### config.mk
export PLATFORM = sky130hd
export DESIGN_NAME = serial_subtractor
export DESIGN_NICKNAME = d
export VERILOG_FILES = /design/src/rtl/serial_subtractor.sv
export SDC_FILE = /design/constraint.sdc
export NUM_CORES = 1
export LEC_CHECK = 0
export CORE_UTILIZATION = 50
export DETAILED_ROUTE_END_ITERATION = 10
export PLACE_DENSITY = 0.76
export SYNTH_ARGS = -nofsm -noshare
export SYNTH_HDL_FRONTEND = slang
export SYNTH_SLANG_ARGS = --single-unit
### constraint.sdc
create_clock -name clk -period 2.3 [get_ports clk]
set_clock_uncertainty 0.2 [all_clocks]
set_input_delay 0.46 -clock clk [delete_from_list [all_inputs] [get_ports clk]]
set_output_delay 0.46 -clock clk [all_outputs]
set_load 0.02 [all_outputs]
### src/rtl/serial_subtractor.sv
// rtl/serial_subtractor.sv - bit-serial WIDTH-bit subtractor built around one full_subtractor cell
//
// Purpose : computes diff = a - b (mod 2^WIDTH), LSB first, one bit per clock.
//           Start at edge E0, bits at E1..E_WIDTH, result and done in the following cycle.
// Macro   : SERIAL_SUBTRACTOR_OVF_EN adds the registered signed-overflow output ovf.
// Ports   : clk        rising-edge clock
//           rst        asynchronous active-high reset
//           start      operation request, sampled only in IDLE
//           a, b       minuend / subtrahend, captured at the accepted start edge
//           busy       high while in SHIFT or DONE
//           done       one-cycle completion pulse
//           diff       registered result, held until the next completion
//           borrow_out final borrow, 1 iff a < b (unsigned)
//           ovf        (optional) two's-complement overflow of a - b

module full_subtractor (
  input  logic a,
  input  logic b,
  input  logic cin,
  output logic diff,
  output logic borrow
);
  assign diff   = a ^ b ^ cin;
  assign borrow = (~a & (b | cin)) | (b & cin);
endmodule

module serial_subtractor #(
  parameter int WIDTH = 8
) (
  input  logic             clk,
  input  logic             rst,
  input  logic             start,
  input  logic [WIDTH-1:0] a,
  input  logic [WIDTH-1:0] b,
  output logic             busy,
  output logic             done,
  output logic [WIDTH-1:0] diff,
  output logic             borrow_out
`ifdef SERIAL_SUBTRACTOR_OVF_EN
  ,
  output logic             ovf
`endif
);
  localparam int            CW   = $clog2(WIDTH);
  localparam logic [CW-1:0] LAST = CW'(WIDTH - 1);

  typedef enum logic [1:0] {
    S_IDLE  = 2'd0,
    S_SHIFT = 2'd1,
    S_DONE  = 2'd2
  } state_t;

  state_t           state, state_nx;
  logic [WIDTH-1:0] a_sh, b_sh, d_sh;
  logic             brw;
  logic [CW-1:0]    cnt;
  logic             cell_d, cell_b;
  logic             last_bit;
  logic             d_lsb_unused;

  full_subtractor u_cell (
    .a     (a_sh[0]),
    .b     (b_sh[0]),
    .cin   (brw),
    .diff  (cell_d),
    .borrow(cell_b)
  );

  assign last_bit = (state == S_SHIFT) && (cnt == LAST);

  // The oldest result bit falls off the end when the final word is formed.
  assign d_lsb_unused = d_sh[0];

  always_ff @(posedge clk or posedge rst) begin
    if (rst) begin
      state <= S_IDLE;
    end else begin
      state <= state_nx;
    end
  end

  always_comb begin
    state_nx = state;
    busy     = 1'b0;
    done     = 1'b0;
    case (state)
      S_IDLE: begin
        if (start) state_nx = S_SHIFT;
      end
      S_SHIFT: begin
        busy = 1'b1;
        if (cnt == LAST) state_nx = S_DONE;
      end
      S_DONE: begin
        busy     = 1'b1;
        done     = 1'b1;
        state_nx = S_IDLE;
      end
      default: state_nx = S_IDLE;
    endcase
  end

  always_ff @(posedge clk or posedge rst) begin
    if (rst) begin
      a_sh       <= '0;
      b_sh       <= '0;
      d_sh       <= '0;
      brw        <= 1'b0;
      cnt        <= '0;
      diff       <= '0;
      borrow_out <= 1'b0;
    end else begin
      if (state == S_IDLE && start) begin
        a_sh <= a;
        b_sh <= b;
        brw  <= 1'b0;
        cnt  <= '0;
      end else if (state == S_SHIFT) begin
        a_sh <= a_sh >> 1;
        b_sh <= b_sh >> 1;
        d_sh <= {cell_d, d_sh[WIDTH-1:1]};
        brw  <= cell_b;
        cnt  <= cnt + CW'(1);
      end
      if (last_bit) begin
        diff       <= {cell_d, d_sh[WIDTH-1:1]};
        borrow_out <= cell_b;
      end
    end
  end

`ifdef SERIAL_SUBTRACTOR_OVF_EN
  // On the last bit the shifters present the original operand MSBs at bit 0
  // and the cell is producing the result MSB, so no extra capture is needed.
  always_ff @(posedge clk or posedge rst) begin
    if (rst) begin
      ovf <= 1'b0;
    end else if (last_bit) begin
      ovf <= (a_sh[0] != b_sh[0]) && (cell_d != a_sh[0]);
    end
  end
`endif

endmodule

==> impl_metrics.toml, run 1 <==
[status]
status = "complete, no violations"

[detailed_routing]
ant_nets = 0
num_vias = 1070
drt-pass1-iter-count = 2
totalWireLength_um = 2670
wl_per_cell_um = 12.4
vias_per_cell = 4.95
drt_iter0_drc = 34
drcViolationCount = 0

[worst_setup_path]
path_cells = "inv_1 -> ha_1 -> dlygate4sd2_1"
crit_type = "flip-flop to output pin"
critPathArrivalTime_ns = 1.44
crit_fanout = 3
required_ns = 1.64
start_kind = "flip-flop"
max_stage_delay_ns = 0.39
crit_buf_inv = 2
crit_slowest_cell = "dfrtp_1"
worstSetupEndpointType = "output pin"
crit_family = "buffers and inverters"

[synth]
synth.top_cell.area_share_pct = 55.0
yosys.area.top_type = "dfrtp_1"
syn_area_mm2 = 0.00173
synthFlopType = "dfrtp_1"
synth_async_sr_flop_share_pct = 100
synth_cell_types = 22
yosys_warnings = 0
syn_inst = 139
synth_area_leaders = "dfrtp_1, mux2i_1, mux2_2"
synth_seq_cells = 38
synth.most_common_cell = "dfrtp_1"
ys_seq_area_share_pct = 55.0
syn_nets = 165
synth-edff-count = 0
yosys-top-cells-count = "dfrtp_1, mux2i_1, nand2_1, mux2_2, o21ai_1"
synth_area_per_cell_um2 = 12.4

[clock_network]
root_buffer = "clkbuf_4"
clock_path_buffers = 2
cts_buffers = 5
cts_sinks = 38
cts_tree = "yes"
clk_latency_ns = 0.36
cts_hold_buffers = 0
cts.reportedPaths.clkPinSlew_ns = 0.12
htree_levels = 2

[final_layout]
finalInstanceArea_mm2 = 0.00213
syn2layout_area_growth_pct = 23.0
diodes = 0
drive_gt1_share_pct = 16.9
final_core_util_pct = 67.4
fin_nets = 197

[global_routing]
grt_pass1_vias = 1035
grt_overflow = 0
grt_antenna_before_repair = 0
grt_max_degree = 39
grt_usage_pct = 17.6
grt_pass1_wl_um = 4550

[sta]
fin_crit_sh_pct = 91.3
slew_headroom_pct = 69.2
maxSlewViolCount = 0
final-hold-violation-count = 0
fmax_mhz = 476
min_period_ns = 2.10
worst_slew_pin_slew_ns = 0.462
finalSetupViolCount = 0
rsz0062_at_grt = "no"
tns_ns = 0

[power_and_ir_drop]
ir_worst_vdd_v = 0.000627
total_power_mw = 2.81
p_per_area_mw_per_mm2 = 1320
power.leakage_nw = 0.991

[flow_run]
maxCapViolCount = 0

[placement]
dpl.hpwl_um = 1880
dpl-instance-area_mm2 = 0.00202
port-buffer-count = 29
place.gp.congestion = 0.812

[floorplanning]
coreArea_mm2 = 0.00315
core.rowCount = 20
io_pins = 30
die_area_mm2 = 0.00369
fp.dieH_um = 60.8
fp.dieW_um = 60.8
initial_utilization_pct = 54.8

[hold_path]
worstHoldPathType = "input port to async pin"
-- area by class of cell --
| class | count | area [um^2] |
|---|---|---|
| clock inverter | 2 | 60.1 |
| tap | 44 | 55.1 |
| timing repair buffer | 33 | 318 |
| fill | 264 | 1030 |
| clock buffer | 6 | 51.3 |
| multi-input combinational | 88 | 672 |
| inverter | 5 | 18.8 |
| sequential | 38 | 951 |
-- flip-flops by register name (all words and copies together), names as in the netlist --
| register | count |
|---|---|
| d_sh | 7 |
| a_sh | 8 |
| cnt | 3 |
| state | 2 |
| borrow_out | 1 |
| brw | 1 |
| diff | 8 |
| b_sh | 8 |
-- final timing paths --
path                                from  endpoint  slack (ns)  cells past startpoint
worst max register to register  state[1]   d_sh[4]        0.57                      4
min in group clk                 diff[7]   diff[7]        0.31                      2
worst min register to register   diff[7]   diff[7]        0.31                      2
worst max-delay path            state[0]      busy        0.20                      3
worst min-delay path                 rst   a_sh[7]        0.29                      3
max in group asynchronous            rst   diff[6]        1.27                      3
-- through the flow --
step | hold WS, ns | cells | setup slack, ns
global route | 0.345 | 216 | 0.123
floorplan | 0.277 | 139 | 0.718
global placement | 0.269 | 208 | 0.364
detailed placement | 0.292 | 208 | 0.324
finish | 0.293 | 216 | 0.201
CTS | 0.312 | 216 | 0.188
-- cell usage in the layout, fill, tap and decap left out, drive strengths merged --
cell type and n:
nand2 18, clkbuf 6, dlygate4sd2 2, buf 4, inv 5, nor2b 1, and2 1, fa 1
mux2 15, o21a 1, nor2 5, nand2b 2, ha 6, clkdlybuf4s50 27, o21ai 18, dfrtp 38
xnor2 1, bufinv 2, a21oi 2, mux2i 17
-- kinds of logic after synthesis --
kind of cell	count (synthesis)	synth area share (%)
AND/OR/NAND/NOR	27	6.59
flip-flops	38	55.0
adder cells (fa/ha/maj)	7	5.50
multiplexers	32	19.8
AO/OA/AOI/OAI	21	6.44
XOR/XNOR	1	0.507
buffers and inverters	13	6.08
-- routing by layer --
metal,GRT usage [%],vias to the layer above,part of all wire [%]
li1,-,530,-
met1,20.2,509,42
met2,29.5,24,51
met3,6.18,7,5.2
met4,7.79,0,2.2
met5,0,-,0
-- where the power goes --
group	total [mW]	internal, mW	switching (mW)
registers	1.12	0.958	0.158
logic	1.11	0.571	0.535
clock network	0.589	0.368	0.221
-- worst min-delay path: stages --
cell and delay [ns]:
clkdlybuf4s50_1 0.39, inv_1 0.05, buf_4 0.40
-- what timing repair did --
action,in CTS,in global routing
buffers inserted,0,0
endpoints found under the setup margin,2,0
gates resized for setup,2,0
(Power assumes the default switching activity.)
==> run 2: changes to the inputs <==
Clock period 2.3 ns to 2.7 ns, I/O delays scaled along.
==> run 2 against run 1 <==
Compared with the run above: sequential power down 14%; combinational power is 14% lower; critical path depth stayed put; setup slack better by 0.041 ns; total power fell by 19%; via count increased by 3.0%; worst hold slack gained 0.025 ns; clock-buffer cell count decreased by 1; utilization is 0.99 points lower; routed wire length increased by 5.1%.
==> impl_metrics.toml, run 2 (same netlist as run 1, synthesis figures left out) <==
[status]
status = "complete, no violations"

[sta]
worst_slew_pin_slew_ns = 0.470
tns_ns = 0
fin_crit_sh_pct = 91.1
rsz0062_at_grt = "no"
min_period_ns = 2.46
maxSlewViolCount = 0
finalSetupViolCount = 0
final-hold-violation-count = 0
fmax_mhz = 407
slew_headroom_pct = 68.7

[worst_setup_path]
crit_slowest_cell = "clkdlybuf4s50_1"
worstSetupEndpointType = "output pin"
start_kind = "flip-flop"
rrSetupSlack_ns = 0.95
critPathArrivalTime_ns = 1.72
crit_type = "flip-flop to output pin"
required_ns = 1.96
crit_family = "buffers and inverters"
crit_fanout = 3
path_cells = "inv_1 -> ha_1 -> clkdlybuf4s50_1"
max_stage_delay_ns = 0.59
crit_buf_inv = 2

[final_layout]
regArea_um2 = 951
diodes = 0
mostFrequentLayoutCells = "dfrtp_1, clkdlybuf4s50_1, mux2i_1, nand2_1, mux2_2"
drive_gt1_share_pct = 16.9
nFillCells = 277
finalInstanceArea_mm2 = 0.00209
fin_nets = 197
largest_registers = "a_sh (8), b_sh (8), diff (8)"
syn2layout_area_growth_pct = 21.2
stdcell_count = 216
mostFrequentLayoutCell = "dfrtp_1"
multiInputGateArea_um2 = 672

[power_and_ir_drop]
ir_worst_vdd_v = 0.000475
p_per_area_mw_per_mm2 = 1090
total_power_mw = 2.29
power.leakage_nw = 0.971

[floorplanning]
die_area_mm2 = 0.00369
fp.dieW_um = 60.8
fp.dieH_um = 60.8
io_pins = 30
coreArea_mm2 = 0.00315
core.rowCount = 20
initial_utilization_pct = 54.8

[placement]
place.gp.congestion = 0.805
dpl.hpwl_um = 2000
placed_cells = 208
port-buffer-count = 29
dpl-instance-area_mm2 = 0.00202

[clock_network]
cts_sinks = 38
cts_resized = 0
clk_latency_ns = 0.34
cts_hold_buffers = 0
cts_tree = "yes"
cts.reportedPaths.clkPinSlew_ns = 0.12
htree_levels = 2
cts_buffers = 5
clock_path_buffers = 2
root_buffer = "clkbuf_4"
post_cts_buffers = 0

[detailed_routing]
drt_iter0_drc = 22
drt-pass1-iter-count = 4
ant_nets = 0
vias_per_cell = 5.10
totalWireLength_um = 2810
wl_per_cell_um = 13.0
drcViolationCount = 0
num_vias = 1102

[global_routing]
grt_overflow = 0
grt_usage_pct = 18.0
grt_antenna_before_repair = 0
grt_pass1_vias = 1100
grt_pass1_wl_um = 4670
grt_max_degree = 39

[flow_run]
maxCapViolCount = 0

[hold_path]
worstHoldPathType = "flip-flop to flip-flop"
[run 2: cell types whose count changed in the layout (fill, tap and decap cells not counted)]
cell / delta
clkdlybuf4s50_1: +2
clkinv_2: +2
dlygate4sd2_1: -2
bufinv_16: -1
clkbuf_8: -1
[run 2: worst paths after layout]
kind                            startpoint       to  cells after the start
worst max-delay path              state[0]     busy                      3
worst min-delay path               diff[5]  diff[5]                      1
worst max register to register    state[1]  d_sh[6]                      4
worst min register to register     diff[5]  diff[5]                      1
max in group asynchronous              rst  a_sh[3]                      3
min in group asynchronous              rst  a_sh[7]                      3
[run 2: routing by layer]
| metal | part of all wire (%) | track usage (%) | up-vias |
|---|---|---|---|
| met4 | 2.2 | 7.79 | 0 |
| met2 | 51 | 31.7 | 36 |
| met3 | 3.8 | 6.40 | 11 |
| met1 | 43 | 19.6 | 521 |
| met5 | 0 | 0 | - |
| li1 | - | - | 534 |
[run 2: report_power, final]
part           switching [mW]  leakage (nW)  internal, mW
combinational           0.459         0.448         0.495
sequential              0.144         0.479         0.816
clock                   0.181        0.0450         0.192
total                   0.784         0.971          1.50
[run 2: metrics by stage]
step / util (%) / hold WS (ns) / worst slack (ns)
floorplan: - / 0.277 / 1.10
global placement: 64.0 / 0.269 / 0.685
detailed placement: 64.0 / 0.295 / 0.602
CTS: 66.4 / 0.322 / 0.214
global route: 66.4 / 0.333 / 0.189
finish: 66.4 / 0.317 / 0.241
[run 2: worst register-to-register path, stage by stage, from the launching register on]
cell and delay, ns:
dfrtp_1 0.41, inv_1 0.12, ha_1 0.23, buf_4 0.31
mux2_2 0.38
[run 2: area by class of cell]
class / count / area share [%]
clock buffer: 5 / 1.79
inverter: 5 / 0.896
timing repair buffer: 33 / 15.3
sequential: 38 / 45.4
tap: 44 / 2.63
multi-input combinational: 88 / 32.1
clock inverter: 3 / 1.91
